**src/rtl/jtgng_rom_arb_pkg.sv**
```systemverilog
// Shared types for the ROM arbiter: FSM state encoding and watchdog width.
package jtgng_rom_arb_pkg;

   typedef enum logic [1:0] {
      ST_IDLE,
      ST_ISSUE,
      ST_WAIT,
      ST_DONE
   } arb_state_e;

   localparam int WD_W = 8;

endpackage

```
**src/rtl/jtgng_rom_arb_if.sv**
```systemverilog
// SDRAM read-port bundle between the ROM arbiter (master) and jtgng_sdram (slave).
interface jtgng_rom_arb_if #(
   parameter int AW = 22,
   parameter int DW = 32
);
   // sdram_req holds until sdram_ack is sampled high on a rising edge, which
   // consumes the request; data_rdy qualifies data_read for that single cycle
   // and is only honoured while a read is outstanding.
   logic          sdram_req;
   logic [AW-1:0] sdram_addr;
   logic          sdram_ack;
   logic          data_rdy;
   logic [DW-1:0] data_read;

   modport master (
      output sdram_req, sdram_addr,
      input  sdram_ack, data_rdy, data_read
   );

   modport slave (
      input  sdram_req, sdram_addr,
      output sdram_ack, data_rdy, data_read
   );

endinterface

```
**src/rtl/jtgng_rr_pick.sv**
```systemverilog
// Combinational round-robin picker: first set request strictly after `last`, wrapping.
module jtgng_rr_pick #(
   parameter int NREQ = 4,
   parameter int IW   = $clog2(NREQ)
) (
   input  logic [NREQ-1:0] req,
   input  logic [IW-1:0]   last,
   output logic            valid,
   output logic [IW-1:0]   index
);

   logic [IW-1:0] cand;

   // Walk the offsets from farthest to nearest so the nearest hit is kept.
   always_comb begin
      valid = 1'b0;
      index = '0;
      cand  = '0;
      for (int k = NREQ; k >= 1; k--) begin
         cand = IW'((int'(last) + k) % NREQ);
         if (req[cand]) begin
            valid = 1'b1;
            index = cand;
         end
      end
   end

endmodule

```
**src/rtl/jtgng_rom_arb.sv**
```systemverilog
// Round-robin arbiter sharing one SDRAM read port among NREQ ROM requesters,
// with refresh gating, download hold-off and a transaction watchdog.
module jtgng_rom_arb
   import jtgng_rom_arb_pkg::*;
#(
   parameter int NREQ    = 4,
   parameter int AW      = 22,
   parameter int DW      = 32,
   parameter int TIMEOUT = 255
) (
   input  logic               clk,
   input  logic               rst,
   input  logic               downloading,
   input  logic [NREQ-1:0]    req,
   input  logic [NREQ*AW-1:0] addr,
   output logic [DW-1:0]      rd_data,
   output logic [NREQ-1:0]    ok,
   jtgng_rom_arb_if.master    sdram,
   output logic               refresh_en,
   output logic               busy,
   output logic               timeout_err,
   output arb_state_e         state_dbg
);

   localparam int IW = $clog2(NREQ);

   arb_state_e      state, state_nx;
   logic [IW-1:0]   cur, cur_nx, last, last_nx;
   logic [WD_W-1:0] wd_cnt, wd_cnt_nx;
   logic            wd_hit;
   logic            pick_valid;
   logic [IW-1:0]   pick_idx;
   logic [AW-1:0]   addr_nx;
   logic [DW-1:0]   rd_nx;
   logic [NREQ-1:0] ok_nx;
   logic            sreq_nx, busy_nx, refresh_nx, terr_nx;

   jtgng_rr_pick #(.NREQ(NREQ), .IW(IW)) u_pick (
      .req   (req),
      .last  (last),
      .valid (pick_valid),
      .index (pick_idx)
   );

   assign state_dbg = state;
   assign wd_hit    = (wd_cnt == WD_W'(TIMEOUT - 1));

   always_comb begin
      state_nx  = state;
      cur_nx    = cur;
      last_nx   = last;
      wd_cnt_nx = wd_cnt;
      addr_nx   = sdram.sdram_addr;
      rd_nx     = rd_data;
      ok_nx     = '0;
      terr_nx   = timeout_err;
      if (downloading) begin
         state_nx = ST_IDLE;
      end else begin
         case (state)
            ST_IDLE: begin
               if (pick_valid) begin
                  state_nx  = ST_ISSUE;
                  cur_nx    = pick_idx;
                  last_nx   = pick_idx;
                  addr_nx   = addr[int'(pick_idx)*AW +: AW];
                  wd_cnt_nx = '0;
               end
            end
            ST_ISSUE: begin
               // An aborted read leaves `last` on the loser so others go next.
               if (wd_hit) begin
                  state_nx = ST_IDLE;
                  terr_nx  = 1'b1;
               end else begin
                  wd_cnt_nx = wd_cnt + 1'b1;
                  if (sdram.sdram_ack) state_nx = ST_WAIT;
               end
            end
            ST_WAIT: begin
               if (wd_hit) begin
                  state_nx = ST_IDLE;
                  terr_nx  = 1'b1;
               end else begin
                  wd_cnt_nx = wd_cnt + 1'b1;
                  if (sdram.data_rdy) begin
                     state_nx = ST_DONE;
                     rd_nx    = sdram.data_read;
                     ok_nx    = NREQ'(1) << cur;
                  end
               end
            end
            ST_DONE:  state_nx = ST_IDLE;
            default:  state_nx = ST_IDLE;
         endcase
      end
      sreq_nx    = (state_nx == ST_ISSUE);
      busy_nx    = (state_nx != ST_IDLE);
      refresh_nx = (state == ST_IDLE) && !(|req) && !downloading;
   end

   always_ff @(posedge clk or posedge rst) begin
      if (rst) begin
         state            <= ST_IDLE;
         cur              <= '0;
         last             <= IW'(NREQ - 1);
         wd_cnt           <= '0;
         sdram.sdram_req  <= 1'b0;
         sdram.sdram_addr <= '0;
         rd_data          <= '0;
         ok               <= '0;
         refresh_en       <= 1'b0;
         busy             <= 1'b0;
         timeout_err      <= 1'b0;
      end else begin
         state            <= state_nx;
         cur              <= cur_nx;
         last             <= last_nx;
         wd_cnt           <= wd_cnt_nx;
         sdram.sdram_req  <= sreq_nx;
         sdram.sdram_addr <= addr_nx;
         rd_data          <= rd_nx;
         ok               <= ok_nx;
         refresh_en       <= refresh_nx;
         busy             <= busy_nx;
         timeout_err      <= terr_nx;
      end
   end

endmodule

```
**src/flat_wrapper.sv**
```systemverilog
// flat-port wrapper written by rule: the top's interface ports become plain ports
module jtgng_rom_arb_flat import jtgng_rom_arb_pkg::*;
#(
   parameter int NREQ    = 4,
   parameter int AW      = 22,
   parameter int DW      = 32,
   parameter int TIMEOUT = 255
)
  (clk, rst, downloading, req, addr, rd_data, ok, refresh_en, busy, timeout_err, state_dbg, sdram_sdram_req, sdram_sdram_addr, sdram_sdram_ack, sdram_data_rdy, sdram_data_read);
  jtgng_rom_arb_if #(.AW(AW), .DW(DW)) sdram_i ();
  input  logic clk;
  input  logic rst;
  input  logic downloading;
  input  logic [NREQ-1:0] req;
  input  logic [NREQ*AW-1:0] addr;
  output logic [DW-1:0] rd_data;
  output logic [NREQ-1:0] ok;
  output logic refresh_en;
  output logic busy;
  output logic timeout_err;
  output arb_state_e state_dbg;
  output wire logic [$bits(sdram_i.sdram_req)-1:0] sdram_sdram_req;
  output wire logic [$bits(sdram_i.sdram_addr)-1:0] sdram_sdram_addr;
  input wire logic [$bits(sdram_i.sdram_ack)-1:0] sdram_sdram_ack;
  input wire logic [$bits(sdram_i.data_rdy)-1:0] sdram_data_rdy;
  input wire logic [$bits(sdram_i.data_read)-1:0] sdram_data_read;
  assign sdram_sdram_req = sdram_i.sdram_req;
  assign sdram_sdram_addr = sdram_i.sdram_addr;
  assign sdram_i.sdram_ack = sdram_sdram_ack;
  assign sdram_i.data_rdy = sdram_data_rdy;
  assign sdram_i.data_read = sdram_data_read;
  jtgng_rom_arb #(.NREQ(NREQ), .AW(AW), .DW(DW), .TIMEOUT(TIMEOUT)) u_core (.clk(clk), .rst(rst), .downloading(downloading), .req(req), .addr(addr), .rd_data(rd_data), .ok(ok), .sdram(sdram_i), .refresh_en(refresh_en), .busy(busy), .timeout_err(timeout_err), .state_dbg(state_dbg));
endmodule
```
**config.mk**
```make
export PLATFORM = sky130hd
export DESIGN_NAME = jtgng_rom_arb_flat
export DESIGN_NICKNAME = d
export VERILOG_FILES = /design/src/rtl/jtgng_rom_arb_pkg.sv /design/src/rtl/jtgng_rom_arb_if.sv /design/src/rtl/jtgng_rr_pick.sv /design/src/rtl/jtgng_rom_arb.sv /design/src/flat_wrapper.sv
export SDC_FILE = /design/constraint.sdc
export NUM_CORES = 1
export LEC_CHECK = 0
export CAP_MARGIN = 20
export CORE_MARGIN = 2
export CORE_UTILIZATION = 38
export CTS_BUF_LIST = sky130_fd_sc_hd__clkbuf_8
export DETAILED_ROUTE_END_ITERATION = 10
export MAX_ROUTING_LAYER = met4
export PLACE_DENSITY = 0.89
export SYNTH_ARGS = -nofsm -noshare
export SYNTH_HDL_FRONTEND = slang
export SYNTH_SLANG_ARGS = --single-unit
```
**constraint.sdc**
```tcl
create_clock -name clk -period 3 [get_ports clk]
set_clock_uncertainty 0.15 [all_clocks]
set_input_delay 0.9 -clock clk [delete_from_list [all_inputs] [get_ports clk]]
set_output_delay 0.9 -clock clk [all_outputs]
set_load 0.01 [all_outputs]
```
# Word level (Yosys, flattened, before mapping)
# Cells that the tools add are included.
# op_classes
n_reduce_logical	13
n_shift	2
multipliers	1
mux	30
bitwise	2
n_lt_le_gt_ge	4
n_addsub	5
n_eq_ne	7
# op_table
cell	count
variable part select 88 x 32 -> 22 bit	1
2-to-1 mux 2 bit	10
2-to-1 mux 4 bit	4
2-to-1 mux 8 bit	2
case mux 8 bit (2 select lines)	1
less-than comparator 2 x 3 -> 1 bit, second input constant	4
adder 8 x 1 -> 8 bit, second input constant	1
binary-select mux 1 bit (select 2 bit)	4
== test 8 bit, second input constant	1
2-to-1 mux 1 bit	8
case mux 2 bit (4 select lines)	1
AND reduction 4 bit	2
multiplier 2 x 4 -> 6 bit, second input constant	1
AND reduction 3 bit	2
adder 2 x 1 -> 2 bit, second input constant	2
adder 2 bit, second input constant	2
== test 2 x 1 -> 1 bit, second input constant	2
== test 2 bit, second input constant	2
nonzero test 2 bit	2
OR reduction 4 bit	1
left shift 1 x 2 -> 4 bit, first input constant	1
logical AND 1 bit	2
zero test 1 bit	2
zero test 2 bit	1
4 further kinds	5
# word_totals
out_inout_bits	64
word_cells	75
ff_bits	76
inputBits	129

# Logic depth before layout (Yosys ltp)
# Gate-level depths: netlist (run 1).
# depth
word_depth	11
mapped_depth	9
depth_no_buf	7

# Modules after synthesis
# Synthesis (run 1) repeated with hierarchy kept, for this count alone.
# unflattened
hier_cells	263
hier_area_um2	3852.4
# modules_own_cells
module	cells_each	n_inst	area_each_um2
jtgng_rom_arb	249	1	3761.1
jtgng_rr_pick	14	1	91.3

# Least setup slack after synthesis (run 1)
# Ideal clock, no wire load.
# synth_timing
kind	in2reg
startpoint	in req[1]
endpoint	reg u_core.sdram.sdram_addr[7]
arrival_time_ns	2.069
required_time_ns	2.717
path_stages	6
path_slack_ns	0.648
path_cell_list	or4_4 nand3_2 or2_1 buf_4 buf_6 o221ai_2
# synth_via
elab_chain_len	8
elab_cells_between_ends	19
classes_between	mul: 1; shift: 1; mux: 16; reduce/logical: 1
# synth_lines
item	line_no	rtl
start: declaration	flat_wrapper.sv:14	input logic [NREQ-1:0] req;
binary-select mux 1 bit (select 2 bit)	jtgng_rr_pick.sv:21	if (req[cand]) begin
2-to-1 mux 1 bit (implied by the code)	jtgng_rr_pick.sv:21	
2-to-1 mux 2 bit (4 in series)	jtgng_rr_pick.sv:21	
multiplier 2 x 4 -> 6 bit	jtgng_rom_arb.sv:66	addr_nx = addr[int'(pick_idx)*AW +: AW];
variable part select 88 x 32 -> 22 bit	jtgng_rom_arb.sv:66	
end signal: assignment	jtgng_rom_arb.sv:121	sdram.sdram_addr <= addr_nx;
end: declaration	jtgng_rom_arb_if.sv:16	output sdram_req, sdram_addr,
# Parallel ways exist; a longest one is shown, timed or not. The select of a mux whose other input is x is not followed.
# A chain may end at the register's enable or synchronous reset.

# Final worst setup path (run 1)
# layout_timing
startpoint	in req[3]
endpoint	reg u_core.sdram.sdram_addr[16]
# The elaborated chain is that of the path after synthesis.

==> summary.md, run 1 <==
| Metric | Value |
|---|---|
| M1 WL | between 4000 and 5000 µm |
| First-pass GRT wire length | 17900 µm |
| Drt first pass iters | 4 |
| Die area | 11000 µm² |
| Number of synthesized register bits | 76 |
| Lkg Pwr | 2.68 nW |
| Final worst-path cycle share | between 80 and 90% |
| Antenna diodes | 0 |
| Detailed-route wire length per cell | 17.1 µm |
| CTS tree | built |
| Cells after Synth | approximately 310 |
| Pre-CTS setup slack | -19.2 ps |
| Syn Nets | 449 |
| Vias per inst | 5.08 |
| Avg Inst Size Synth | 12.3 µm² |
| Metal3 WL | a little over 600 µm |
| Min cycle time layout | 2660 ps |
| Min Hold Slack | 338 ps |
| PwrDens | 601 nW/µm² |
| Postcts setup bufs | 0 |
| Clock sink total | 76 |
| Run status | complete, no violations |
| Filler Cell Count | around 780 |
| Kind of critical path | in -> reg |
| Worst-path fanout max | 35 |
| Reg2Reg Depth | 7 |
| Clk_lat worst skew | 340 ps |
| Tot Pwr | 3.71 mW |
| Library cells used by synthesis | 47 |
| Post-route setup slack | 337 ps |
| Layout area overhead | 60.1% |
| Largest net degree at the start of global routing | 37 |
| Chip Width | 105 µm |
| Synth warn | 0 |
| Crit path DAT | 2730 ps |
| RR Endpoint | u_core.wd_cnt[4] |
| Worst setup EP type | register |
| Worst setup path startpoint | req[3] |
| Worst-path clk slew | 90 ps |
| Max clock buf depth | 2 |
| Hold_buf cts | 0 |
| WP data required | between 3000 and 4000 ps |
| Commonest non-fill, non-tap cells in the layout | clkdlybuf4s50_1 (192), dfrtp_1 (74), mux2i_1 (46), nand2_1 (41), mux2_1 (26) |
| Final Hold Viols | 0 |
| Top sig layer | met4 |
| CTS buffer count | 9 |
| Vias | 3300 |
| Setup violators final | 0 |
| End-of-flow core utilization | 62.9% |
| Routability cong. | 0.800 |
| Ranking of synthesized cells by area | dfrtp_1 (48%), mux2i_1 (12%), mux2_1 (7.6%) |
| Slew Viols, Final | 0 |
| R2r setup slk | 490 ps |
| Post-detailed-route count of antenna-violating nets | 0 |
| Global Route Usage Sum | 20.7% |
| Core footprint | 9820 µm² |
| Post-CTS Resized | 0 |
| Max_slew headroom | between 50% and 60% |
| Met2 Wirelength | 5900 µm |
| Max frequency | 375 MHz |
| Unrepaired setup endpoints after global routing | false |
| HPWL Detailed | about 8500 µm |
| Synth top area share | 48.0% |
| Grt total ovfl | 0 |
| Maximum VDD drop | 0.287 mV |
| Startpoint Class | input port |
| Commonest non-fill, non-tap cell in the layout | clkdlybuf4s50_1 |
| Final WL | 11100 µm |
| RR Startpoint | u_core.state_dbg[0] |
| DRC Markers | 0 |
| Mapped cell area | 3860 µm² |
| IO Count | 193 |
| Number of global-route vias before repair | 3517 |
| Min-delay worst type | reg -> reg |
| Sequential area share after synthesis | 49.4% |
| Setup crit end | u_core.sdram.sdram_addr[16] |
| Nets@finish | approximately 650 |
| DRT iter0 DRCs | 114 |
| Clock root buffer | clkbuf_8 |
| Fin Setup TNS | 0 ps |
| Worst-margin pin slew | 647 ps |
| Max_cap viols | 0 |
| Die height | 105 µm |
| # rows | 36 |
| Initial antenna violation count | 0 |
| Port bufs | 192 |
| Initial Utilization | 39.3% |
| CTS H-tree lvls | 3 |
| Layout cell share with drive strength beyond 1 | 12.4% |
| Dominant cell type by area after synthesis | dfrtp_1 |
==> where the power goes <==
part | internal [mW] | leakage, nW | switching [mW]
combinational | 0.845 | 1.60 | 0.614
clock | 0.398 | 0.103 | 0.413
sequential | 1.27 | 0.984 | 0.171
==> per-layer routing <==
metal	track usage, %	vias up
met2	37.7	124
met1	23.6	1622
met3	4.80	6
li1	-	1548
met5	-	-
met4	3.14	0
==> worst max-delay path: stages <==
cell and delay (ps):
clkdlybuf4s50_1 500, nand2b_1 140, o21ai_0 150, a211oi_4 320
buf_12 280, mux2i_1 280, o221ai_2 130
==> synthesized netlist by cell type, drive strengths merged <==
| master | n |
|---|---|
| a22oi | 1 |
| nand3 | 7 |
| or3 | 2 |
| and3 | 1 |
| or4 | 3 |
| o21ai | 10 |
| a211oi | 1 |
| dfstp | 2 |
| nor3 | 3 |
| nor4 | 3 |
| nor2 | 8 |
| mux2i | 46 |
| a21oi | 5 |
| o221ai | 24 |
| a31o | 1 |
| o21bai | 1 |
| nand2b | 2 |
| or2 | 2 |
| buf | 17 |
| o31ai | 2 |
| and3b | 1 |
| or2b | 2 |
| inv | 8 |
| nand2 | 42 |
| nor3b | 1 |
| ha | 6 |
| a31oi | 1 |
| o31a | 1 |
| o211ai | 1 |
| nand3b | 2 |
| a311o | 1 |
| dfrtp | 74 |
| mux2 | 32 |
| and2 | 1 |
==> cell families (layout without fill, tap and decap cells) <==
group           count (synthesis)  count (layout)  synth area share (%)
flops                          76              76                  49.4
buf+inv                        25             227                  4.22
simple gates                   80              80                  10.9
fa+ha+maj                       6               6                  1.95
mux                            78              78                  21.3
compound gates                 49              49                  12.3
==> through the flow <==
step	area, µm²	cells
finish	6180	649
global route	6180	649
CTS	6180	649
detailed placement	5970	633
global placement	5970	633
floorplan	3860	314
==> worst min path at each step <==
stage / startpoint / end / slack, ps / depth (start not counted)
after floorplan: u_core.cur[1] / u_core.ok[1] / 300 / 1
after global placement: u_core.rd_data[14] / u_core.rd_data[14] / 320 / 1
after detailed placement: u_core.rd_data[13] / u_core.rd_data[13] / 320 / 1
after CTS: u_core.cur[1] / u_core.ok[1] / 340 / 1
after global routing: u_core.timeout_err / u_core.timeout_err / 360 / 1
final: u_core.cur[1] / u_core.ok[1] / 340 / 1
==> final cells by class <==
cell class / instances / area [µm²] / share of cell area (%)
inverter: 8 / 31.3 / 0.506
sequential: 76 / 1900 / 30.8
clock inverter: 7 / 80.1 / 1.30
timing repair buffer: 203 / 2070 / 33.5
clock buffer: 9 / 124 / 2.01
tap: 133 / 166 / 2.69
multi-input combinational: 213 / 1800 / 29.2
==> state kept, by name, summed over array words and instances (netlist names) <==
name and flops:
u_core.wd_cnt 8, u_core.rd_data 32, u_core.busy 1, u_core.ok 4
u_core.sdram.sdram_req 1, u_core.cur 2, u_core.timeout_err 1, u_core.state_dbg 2
u_core.last 2, u_core.sdram.sdram_addr 22, u_core.refresh_en 1
Note: power is estimated with default switching activity, not from simulation.
==> inputs of run 2 (changes only) <==
- CORE_UTILIZATION: 38 -> 40
- DONT_BUFFER_PORTS: unset -> 1
- PLACE_DENSITY: 0.89 -> 0.65
- SLEW_MARGIN: unset -> 0
- SYNTH_HIERARCHICAL: unset -> 1
==> summary.md, run 2 <==
| Metric | Value |
|---|---|
| Layout cell share with drive strength beyond 1 | 41.2% (+29 points) |
| Final Hold Viols | 0 (unchanged) |
| Post-route setup slack | 632 ps (+296 ps) |
| Biggest register | u_core/rd_data |
| Startpoint Class | input port |
| Initial Utilization | 41.5% (+2.2 points) |
| Maximum VDD drop | 0.545 mV (+90%) |
| Dominant cell type by area after synthesis | dfrtp_1 |
| Synth warn | 6 (+6) |
| Routability cong. | 0.836 (+4.5%) |
| Ys flop type | dfrtp_1 |
| DRT iter0 DRCs | 73 (-36%) |
| CTS buffer count | 9 (unchanged) |
| IO Count | 193 (unchanged) |
| Max_slew headroom | 55.0% (-1.8 points) |
| Comb pwr share | 24.2% (-15 points) |
| Syn Nets | 398 (-11%) |
| DRC Markers | 0 (unchanged) |
| Asr flop ratio synth | 100% (unchanged) |
| Grt total ovfl | 0 (unchanged) |
| Clock root buffer | clkbuf_8 |
| Tot Pwr | 3.40 mW (-8.5%) |
| CTS tree | built |
| Number of global-route vias before repair | 2360 (-33%) |
| Initial antenna violation count | 0 (unchanged) |
| Flop pwr share | 48.3% (+9.4 points) |
| Final worst-path cycle share | 78.9% (-9.9 points) |
| Layout area overhead | 9.78% |
| Mapped cell area | 3850 µm² (-0.13%) |
| Layout Cell Area excl Fill | 4230 µm² (-32%) |
| Net Sw Frac | 30.4% (-1.9 points) |
| Chip Width | 102 µm (-2.5%) |
| Pre-CTS setup slack | 253 ps (+272 ps) |
| Count of flip-flops with a built-in enable after synthesis | 0 (unchanged) |
| Library cells used by synthesis | 43 (-8.5%) |
| Worst-margin pin slew | 671 ps (+23.4 ps) |
| Min-delay worst type | in -> async |
| Kind of critical path | in -> reg |
| Die area | 10400 µm² (-4.9%) |
| Antenna diodes | 0 (unchanged) |
| Max_cap viols | 0 (unchanged) |
| Worst setup EP type | register |
| Commonest non-fill, non-tap cell in the layout | dfrtp_1 |
| WP data required | 3080 ps (about the same) |
| Largest net degree at the start of global routing | 41 (+11%) |
| Post-CTS Resized | 0 (unchanged) |
| Setup violators final | 0 (unchanged) |
| Fin Setup TNS | 0 ps (unchanged) |
| Post-detailed-route count of antenna-violating nets | 0 (unchanged) |
| Clock share of power | 27.4% (+5.6 points) |
| DP Area | 3990 µm² (-33%) |
| Synth top area share | 48.1% (+0.062 points) |
| Commonest cells in the synthesized netlist | dfrtp_1 (74), mux2_2 (53), mux4_2 (18), a21oi_1 (9), inv_1 (9) |
| Final WL | 8410 µm (-24%) |
| Max clock buf depth | 2 (unchanged) |
| RR Startpoint | u_core/last[1] |
| # rows | 35 (-2.8%) |
| Die height | 102 µm (-2.5%) |
| Min cycle time layout | 2370 ps (-296 ps) |
| Sw Pwr | 1.03 mW (-14%) |
| Vias per inst | 5.62 (+10%) |
| Vias | 2252 (-32%) |
| Commonest non-fill, non-tap cells in the layout | dfrtp_1 (74), mux2_2 (53), mux4_2 (18), clkbuf_8 (9), inv_1 (9) |
| End-of-flow core utilization | 45.6% (-17 points) |
| HPWL Detailed | 6320 µm (-25%) |
| Worst-path fanout max | 24 (-31%) |
| Ranking of synthesized cells by area | dfrtp_1 (48%), mux2_2 (15%), mux4_2 (11%) |
| Largest regs | u_core/rd_data: 32 flops, u_core/sdram.sdram_addr: 22 flops, u_core/wd_cnt: 8 flops |
| Run status | complete, no violations |
| Largest register FFs | 32 (unchanged) |
| PwrDens | 804 nW/µm² (+34%) |
| Sequential area share after synthesis | 49.4% (+0.064 points) |
| Lkg Pwr | 1.77 nW (-34%) |
| P_int | 2.37 mW (-5.9%) |
| Hold_buf cts | 0 (unchanged) |
| Core footprint | 9280 µm² (-5.5%) |
| Filler Cell Count | 844 (+8.8%) |
| Most common cell in the netlist | dfrtp_1 |
| Port bufs | 0 (-100%) |
| CTS H-tree lvls | 3 (unchanged) |
| First-pass GRT wire length | 12400 µm (-31%) |
| Area of the multi-input gates | 1820 µm² (+0.83%) |
| Cells after Synth | 263 (-16%) |
| Worst-path clk slew | 80 ps (about the same) |
| Global Route Usage Sum | 16.2% (-4.5 points) |
| Number of synthesized register bits | 76 (unchanged) |
| Detailed-route wire length per cell | 21.0 µm (+22%) |
| Register area | 1900 µm² (unchanged) |
| Crit path DAT | 2450 ps (-280 ps) |
| Clk_lat worst skew | 340 ps (about the same) |
| Max frequency | 422 MHz (+12%) |
| Nets@finish | 402 (-38%) |
| Avg Inst Size Synth | 14.6 µm² (+19%) |
| Clock sink total | 76 (unchanged) |
| Slew Viols, Final | 0 (unchanged) |
| Unrepaired setup endpoints after global routing | false |
| Worst setup path startpoint | req[2] |
| Postcts setup bufs | 0 (unchanged) |
| Drt first pass iters | 4 (unchanged) |
==> run 2: cell families after synthesis <==
kind of cell | after synthesis | share of synthesized area (%)
AOI/OAI and AO/OA | 27 | 4.71
DFF | 76 | 49.4
and+or+nand+nor | 50 | 8.93
muxes | 82 | 31.2
buffers and inverters | 22 | 3.77
adders and majority gates | 6 | 1.95
==> run 2: final timing paths <==
path | to | slack (ps) | cells after the start
setup / recovery | u_core/sdram.sdram_addr[10] | 630 | 6
min in group clk | u_core/ok[1] | 380 | 1
max in group asynchronous | u_core/last[0] | 1720 | 2
setup reg to reg | u_core/sdram.sdram_addr[10] | 650 | 6
hold reg to reg | u_core/ok[1] | 380 | 1
hold / removal | u_core/rd_data[27] | 310 | 1
==> run 2: routing by layer <==
metal | global-route usage [%] | vias to the layer above | part of all wire [%]
li1 | - | 1006 | -
met1 | 19.9 | 1137 | 40
met2 | 25.5 | 103 | 52
met3 | 5.27 | 6 | 7.0
met4 | 4.92 | 0 | 1.0
met5 | - | - | 0
==> run 2: per-stage QoR <==
step                      cells  hold WS (ps)
after CTS                   401           314
after floorplan             263           302
final                       401           308
after global placement      385           368
after global routing        401           322
after detailed placement    385           371
==> run 2: final cells by class <==
class	instances	area share (%)
inverter	9	0.828
clock buffer	9	2.93
sequential	76	45.0
multi-input combinational	165	43.0
tap	129	3.82
clock inverter	7	2.75
timing repair buffer	6	1.66
==> run 2: power by group through the flow <==
stage / Clock, mW / Sequential [mW] / Combinational, mW
2_1_floorplan: 0 / 1.58 / 0.730
3_3_place_gp: 0 / 1.66 / 0.806
3_5_place_dp: 0 / 1.67 / 0.839
4_1_cts: 0.963 / 1.65 / 0.842
5_1_grt: 1.02 / 1.68 / 0.897
6_report: 0.932 / 1.64 / 0.824
==> run 2: critical path, cell delays in order <==
cell	delay (ps)
and2b_1	200
a21oi_2	50
o221ai_4	190
buf_12	240
mux4_1	580
mux2_2	270
